$ cat config.mk
export PLATFORM = sky130hd
export DESIGN_NAME = vga_char_render
export DESIGN_NICKNAME = d
export VERILOG_FILES = /design/src/rtl/vga_char_render.sv
export SDC_FILE = /design/constraint.sdc
export NUM_CORES = 1
export LEC_CHECK = 0
export CAP_MARGIN = 20
export CORE_MARGIN = 1
export CORE_UTILIZATION = 35
export CTS_BUF_LIST = sky130_fd_sc_hd__clkbuf_8
export DETAILED_ROUTE_END_ITERATION = 16
export PLACE_DENSITY = 0.78
export SLEW_MARGIN = 20
export SYNTH_ARGS = -nofsm -noshare
export SYNTH_HDL_FRONTEND = slang
export SYNTH_SLANG_ARGS = --single-unit
$ cat constraint.sdc
create_clock -name clk_i -period 2.4 [get_ports clk_i]
set_input_delay 0.6 -clock clk_i [delete_from_list [all_inputs] [get_ports clk_i]]
set_output_delay 0.6 -clock clk_i [all_outputs]
set_load 0.05 [all_outputs]
$ cat src/rtl/vga_char_render.sv
// Text-mode character renderer: tile address -> buffer word -> font ROM -> pixel, 4-cycle fixed latency.
// Optional blinking cursor is enabled by defining VGA_CURSOR_EN.
module vga_char_render #(
  parameter int          H_TILES    = 80,
  parameter int          V_TILES    = 30,
  parameter int          ADDR_WIDTH = 10,
  parameter int          DATA_WIDTH = 28,
  parameter logic [11:0] FG_COLOR   = 12'hFFF,
  parameter logic [11:0] BG_COLOR   = 12'h000
) (
  input  logic                  clk_i,
  input  logic                  rst_i,
  input  logic [9:0]            hcount_i,
  input  logic [9:0]            vcount_i,
  input  logic                  de_i,
  input  logic                  hsync_i,
  input  logic                  vsync_i,
  output logic [ADDR_WIDTH-1:0] vr_addr_o,
  input  logic [DATA_WIDTH-1:0] buf_data_i,
  output logic [10:0]           font_addr_o,
  input  logic [7:0]            font_data_i,
  input  logic [6:0]            cursor_col_i,
  input  logic [4:0]            cursor_row_i,
  input  logic                  cursor_on_i,
  output logic [11:0]           rgb_o,
  output logic                  de_o,
  output logic                  hsync_o,
  output logic                  vsync_o
);

  logic [6:0]  col;
  logic [4:0]  row;
  logic [11:0] tile;

  assign col  = hcount_i[9:3];
  assign row  = vcount_i[8:4];
  assign tile = 12'(row) * 12'(H_TILES) + 12'(col);

  // Stage 1
  logic [ADDR_WIDTH-1:0] vr_addr_q, vr_addr_d;
  logic [1:0]            s1_slot_q;
  logic [3:0]            s1_grow_q;
  logic [2:0]            s1_px_q;
  logic                  s1_de_q, s1_hs_q, s1_vs_q;
  // Stage 2
  logic [1:0]            s2_slot_q;
  logic [3:0]            s2_grow_q;
  logic [2:0]            s2_px_q;
  logic                  s2_de_q, s2_hs_q, s2_vs_q;
  // Stage 3
  logic [2:0]            s3_px_q;
  logic                  s3_de_q, s3_hs_q, s3_vs_q;
  // Stage 4 (outputs)
  logic [11:0]           rgb_q, rgb_d;
  logic                  de_q, hs_q, vs_q;

  // Address holds through blanking so the buffer never sees a word >= 600.
  assign vr_addr_d = de_i ? ADDR_WIDTH'(tile[11:2]) : vr_addr_q;

  logic [6:0] char_sel;
  always_comb begin
    char_sel = buf_data_i[6:0];
    case (s2_slot_q)
      2'd0: char_sel = buf_data_i[6:0];
      2'd1: char_sel = buf_data_i[13:7];
      2'd2: char_sel = buf_data_i[20:14];
      2'd3: char_sel = buf_data_i[27:21];
      default: char_sel = buf_data_i[6:0];
    endcase
  end

  assign font_addr_o = {char_sel, s2_grow_q};

  logic glyph_bit;
  logic pix_bit;
  // ~px equals 7-px for a 3-bit column, so MSB is the leftmost pixel.
  assign glyph_bit = font_data_i[~s3_px_q];

`ifdef VGA_CURSOR_EN
  logic       s1_match_q, s2_match_q, s3_match_q, s1_match_d;
  logic [4:0] blink_cnt_q, blink_cnt_d;
  logic       vs_prev_q;

  assign s1_match_d  = cursor_on_i && (col == cursor_col_i) && (row == cursor_row_i);
  assign blink_cnt_d = (vs_prev_q && !vsync_i) ? blink_cnt_q + 5'd1 : blink_cnt_q;
  assign pix_bit     = glyph_bit ^ (s3_match_q & blink_cnt_q[4]);

  always_ff @(posedge clk_i) begin
    if (rst_i) begin
      s1_match_q  <= 1'b0;
      s2_match_q  <= 1'b0;
      s3_match_q  <= 1'b0;
      blink_cnt_q <= 5'd0;
      vs_prev_q   <= 1'b1;
    end else begin
      s1_match_q  <= s1_match_d;
      s2_match_q  <= s1_match_q;
      s3_match_q  <= s2_match_q;
      blink_cnt_q <= blink_cnt_d;
      vs_prev_q   <= vsync_i;
    end
  end

  logic unused_ok;
  assign unused_ok = ^{vcount_i[9], 1'b0};
`else
  assign pix_bit = glyph_bit;

  logic unused_ok;
  assign unused_ok = ^{vcount_i[9], cursor_col_i, cursor_row_i, cursor_on_i};
`endif

  assign rgb_d = s3_de_q ? (pix_bit ? FG_COLOR : BG_COLOR) : 12'h000;

  // Sync delay stages reset high so no false sync pulse leaves the pipe after reset.
  always_ff @(posedge clk_i) begin
    if (rst_i) begin
      vr_addr_q <= '0;
      s1_slot_q <= 2'd0;
      s1_grow_q <= 4'd0;
      s1_px_q   <= 3'd0;
      s1_de_q   <= 1'b0;
      s1_hs_q   <= 1'b1;
      s1_vs_q   <= 1'b1;
      s2_slot_q <= 2'd0;
      s2_grow_q <= 4'd0;
      s2_px_q   <= 3'd0;
      s2_de_q   <= 1'b0;
      s2_hs_q   <= 1'b1;
      s2_vs_q   <= 1'b1;
      s3_px_q   <= 3'd0;
      s3_de_q   <= 1'b0;
      s3_hs_q   <= 1'b1;
      s3_vs_q   <= 1'b1;
      rgb_q     <= 12'h000;
      de_q      <= 1'b0;
      hs_q      <= 1'b1;
      vs_q      <= 1'b1;
    end else begin
      vr_addr_q <= vr_addr_d;
      s1_slot_q <= tile[1:0];
      s1_grow_q <= vcount_i[3:0];
      s1_px_q   <= hcount_i[2:0];
      s1_de_q   <= de_i;
      s1_hs_q   <= hsync_i;
      s1_vs_q   <= vsync_i;
      s2_slot_q <= s1_slot_q;
      s2_grow_q <= s1_grow_q;
      s2_px_q   <= s1_px_q;
      s2_de_q   <= s1_de_q;
      s2_hs_q   <= s1_hs_q;
      s2_vs_q   <= s1_vs_q;
      s3_px_q   <= s2_px_q;
      s3_de_q   <= s2_de_q;
      s3_hs_q   <= s2_hs_q;
      s3_vs_q   <= s2_vs_q;
      rgb_q     <= rgb_d;
      de_q      <= s3_de_q;
      hs_q      <= s3_hs_q;
      vs_q      <= s3_vs_q;
    end
  end

  assign vr_addr_o = vr_addr_q;
  assign rgb_o     = rgb_q;
  assign de_o      = de_q;
  assign hsync_o   = hs_q;
  assign vsync_o   = vs_q;

endmodule

### Word level (Yosys, flattened, before mapping)

Cells that the tools add are included.
W data, S select, Z words.

| storage, ports and cells | value |
|---|---|
| output and inout bits | 36 |
| flip-flop bits (word level) | 55 |
| logic and storage cells | 35 |

| cells by class | value |
|---|---|
| equality and inequality tests | 3 |
| muxes and demuxes | 4 |
| $mul | 1 |
| add/subtract/negate cells | 1 |
| reductions and logical operators | 2 |
| $lt $le $gt $ge | 1 |
| bitwise operators | 2 |

Operator list:

| operator | count |
|---|---|
| $pmux W7 S4 | 1 |
| $add A12 B7 Y12 | 1 |
| $mux W12 | 1 |
| $mul A5 B3 Y8 const B | 1 |
| $eq A2 B2 Y1 const B | 2 |
| $lt A3 B4 Y1 const B | 1 |
| $bmux W1 S3 | 1 |
| $not A3 Y3 | 1 |
| $eq A2 B1 Y1 const B | 1 |
| $logic_not A2 Y1 | 1 |
| $reduce_or A2 Y1 | 1 |
| $mux W1 | 1 |
| $not A1 Y1 | 1 |

### Depth between registers and ports, before layout

| logic depth | value |
|---|---|
| depth in word-level cells | 4 |
| mapped depth | 7 |
| depth with buffers taken out | 7 |

### Worst setup path after synthesis

No wires, ideal clock.

| path | value |
|---|---|
| kind | input port to flip-flop |
| start | in vcount_i[5] |
| end | reg vr_addr_q[8] (netlist: vr_addr_o[8]) |
| buffers on the path | 0 |
| stages | 7 |
| path slack | 0.004 ns |
| required time | 2.321 ns |
| arrival time | 2.316 ns |
| cell sequence | ha_1 ha_1 fa_1 xnor2_1 and4bb_1 xnor3_1 a211oi_2 |

| on the way | value |
|---|---|
| cells in the longest elaborated chain, start to end | 2 |

Ends and longest elaborated chain:

| element | RTL line | RTL |
|---|---|---|
| from (decl) | 14 | `input logic [9:0] vcount_i,` |
| $mul A5 B3 Y8 | 37 | `assign tile = 12'(row) * 12'(H_TILES) + 12'(col);` |
| $add A12 B7 Y12 | 37 |  |
| to (signal assigned) | 140 | `vr_addr_q <= vr_addr_d;` |
| to (decl) | 40 | `logic [ADDR_WIDTH-1:0] vr_addr_q, vr_addr_d;` |

Every way passes these cells.
A chain may end at the register's enable or synchronous reset.

### Worst setup path after layout

| path | value |
|---|---|
| start | in buf_data_i[1] |
| end | out font_addr_o[5] |

| on the way | value |
|---|---|
| cells in the longest elaborated chain, start to end | 1 |

Ends and longest elaborated chain:

| element | RTL line | RTL |
|---|---|---|
| from (decl) | 19 | `input logic [DATA_WIDTH-1:0] buf_data_i,` |
| $pmux W7 S4 | 63 | `case (s2_slot_q)` |
| to (decl) | 20 | `output logic [10:0] font_addr_o,` |

Every way passes these cells.

==> flow_summary_export.csv <==
group,metric,value,unit
status,outcome,"finished, final reports clean",
timing,max_slew_margin,0.653,
layout,area_growth,62.7,%
setup_path,end_kind,"output port",
synthesis,synth_simple_gate_area_frac,0.163,
setup_path,worstSetupStartpointType,"input pin",
power_and_ir_drop,p_per_area,555,nW/um2
synthesis,synth_area,1880,um2
clock_network,path_clk_slew,70,ps
global_routing,grt_usage,0.143,
global_routing,antenna_found_initial,0,
timing,finalHoldViolCount,0,
clock_network,clkSinkCount,44,
clock_network,insertion_delay,280,ps
placement,place.gp.congestion,0.790,
synthesis,ys_types,28,
global_routing,grt_first_pass_wirelength,5.99,mm
job,max_cap_violations,0,
setup_path,path_class,"in2out",
placement,dp_hpwl,3.12,mm
synthesis,muxShareOfSynthArea,0.135,
hold_path,hold_class,"reg2reg",
global_routing,overflow,0,
clock_network,numCtsBuffers,5,
layout,design_area,3050,um2
synthesis,yosysWarnings,0,
synthesis,synth_xor_area_frac,0.0354,
route,dr.pass1.iters,3,
timing,rsz0062_at_grt,"false",
power_and_ir_drop,p_leak,1.24,nW
timing,finalClockSkew,4.92,ps
power_and_ir_drop,max-vdd-ir-drop,0.000376,V
layout,nNetsFinal,346,
timing,worst_pin_slew,519,ps
setup_path,crit_fanout,1,
synthesis,synth_top_family_by_area,"simple AND/OR/NAND/NOR gates",
timing,finalCritPeriodShare,0.958,
clock_network,cts_max_path_buffers,2,
clock_network,cts.root.buffer_cell,"clkbuf_8",
die,io_pins,110,
synthesis,synthAdderAreaFrac,0.0814,
die,coreArea,5140,um2
synthesis,syn_nets,245,
die,fp-row-count,26,
setup_path,rrSetupSlack,1190,ps
route,postRouteAntennaNets,0,
global_routing,grt_max_degree,44,
synthesis,seq_area_frac_synth,0.470,
timing,finalSetupViolCount,0,
route,drt_iter0_drc,33,
setup_path,crit_arrival,1700,ps
layout,antennaDiodeCount,0,
placement,dpl_cell_area,2910,um2
route,drc,0,
route,routed_via_density,4.54,
die,die_w,75.2,um
timing,setup_tns,0,ps
route,dr_total_vias,1504,
die,start_util,0.365,
synthesis,synth_seq_cells,44,
synthesis,synth_compound_area_frac,0.0514,
placement,io_buffers,95,
timing,slew_violations,0,
setup_path,required,1800,ps
global_routing,grt_pass1_vias,1362,
route,wl_per_cell,12.4,um
clock_network,cts_tree,"yes",
synthesis,synthCells,160,
clock_network,h-tree-depth,2,
timing,finalCriticalPeriod,2300,ps
layout,drive_above_1_share,0.218,
die,die_height,75.2,um
route,detail_route.wirelength,4.10,mm
die,design.die.area,5660,um2
synthesis,syn_area_per_cell,11.7,um2
timing,timing.fmax,435,MHz
clock_network,hold_buffers,0,
kinds of logic after synthesis:
kind of cell / Yosys count
mux: 14
compound gates: 14
fa+ha+maj: 11
buf+inv: 19
flops: 44
simple gates: 52
xor+xnor: 6
area by class of cell:
| class | count | area [um2] |
|---|---|---|
| timing repair buffer | 112 | 1070 |
| clock buffer | 5 | 68.8 |
| multi-input combinational | 97 | 928 |
| clock inverter | 2 | 8.76 |
| sequential | 44 | 881 |
| inverter | 1 | 8.76 |
| fill | 453 | 2090 |
| tap | 70 | 87.6 |
power by group:
group	switching (mW)	internal [mW]	leakage, nW	total [mW]
clock network	0.220	0.193	0.0452	0.414
logic	0.232	0.263	0.831	0.495
registers	0.0174	0.768	0.363	0.785
total	0.470	1.22	1.24	1.69
stage by stage:
step	total power, mW	hold slack [ps]	instances	worst slack, ps	utilization
finish	1.69	408	331	101	0.594
global route	1.79	422	331	1.78	0.594
CTS	1.71	412	330	3.41	0.586
detailed placement	1.27	393	322	-545	0.566
global placement	1.27	388	322	-496	0.566
floorplan	1.06	383	160	4.38	-
repair_timing:
item	CTS	global route
pin swaps	6	6
gates cloned	0	0
buffers inserted	1	1
resized for setup	8	11
setup endpoints to repair	3	6
cell usage in the layout (no fill, tap or decap), drive strengths merged, types with 3 or more instances in the layout:
master and count:
clkbuf 7, dfxtp 44, mux4 9, nor2 10
clkdlybuf4s50 81, or2 8, xnor2 5, dlymetal6s2s 3
buf 25, a21oi 5, ha 9, a211oi 4
nor2b 27, mux2i 5
state kept, by name (all words and copies together) (netlist names), 2 cells and up:
register,flops
s1_grow_q,4
s1_slot_q,2
s2_slot_q,2
s2_px_q,3
s1_px_q,3
vr_addr_o,10
s2_grow_q,4
s3_px_q,3
synthesized netlist by cell type:
cell type  number  share of area
dfxtp_1        44           0.47
nor2b_1        27          0.090
buf_4          11          0.044
nor2_1         10          0.020
ha_1            9          0.060
mux4_2          9           0.11
or2_2           6          0.020
a21oi_1         5          0.013
clkbuf_1        5          0.010
mux2i_1         5          0.027
xnor2_1         5          0.023
a211oi_1        3          0.012
a21o_1          2         0.0080
and3_1          2         0.0067
buf_2           2         0.0053
fa_1            2          0.021
or2_1           2         0.0067
a211oi_2        1         0.0067
a41oi_1         1         0.0047
and2_1          1         0.0033
and4bb_1        1         0.0067
clkinv_4        1         0.0047
nand3_1         1         0.0027
nor3b_1         1         0.0040
nor4_1          1         0.0033
o21a_1          1         0.0040
o21ai_0         1         0.0027
xnor3_1         1          0.012
path summary, 6_finish.rpt:
check	startpoint	endpoint	cells after the start
min reg2reg	s1_vs_q$_SDFF_PP1_	s2_vs_q$_SDFF_PP1_	1
min	s1_vs_q$_SDFF_PP1_	s2_vs_q$_SDFF_PP1_	1
max reg2reg	s3_px_q[0]$_SDFF_PP0_	rgb_o[10]$_SDFF_PP0_	3
max	buf_data_i[1]	font_addr_o[5]	3
routing by layer:
metal	vias up	part of all wire	track usage
met4	0	0.0098	0.0370
met5	-	0	0
met3	5	0.12	0.0629
met1	692	0.35	0.137
met2	73	0.52	0.278
li1	734	-	-
worst max-delay path, cell delays in order:
cell	delay, ps
clkdlybuf4s50_1	420
mux4_2	470
buf_4	210
Note: power is estimated with default switching activity, not from simulation.
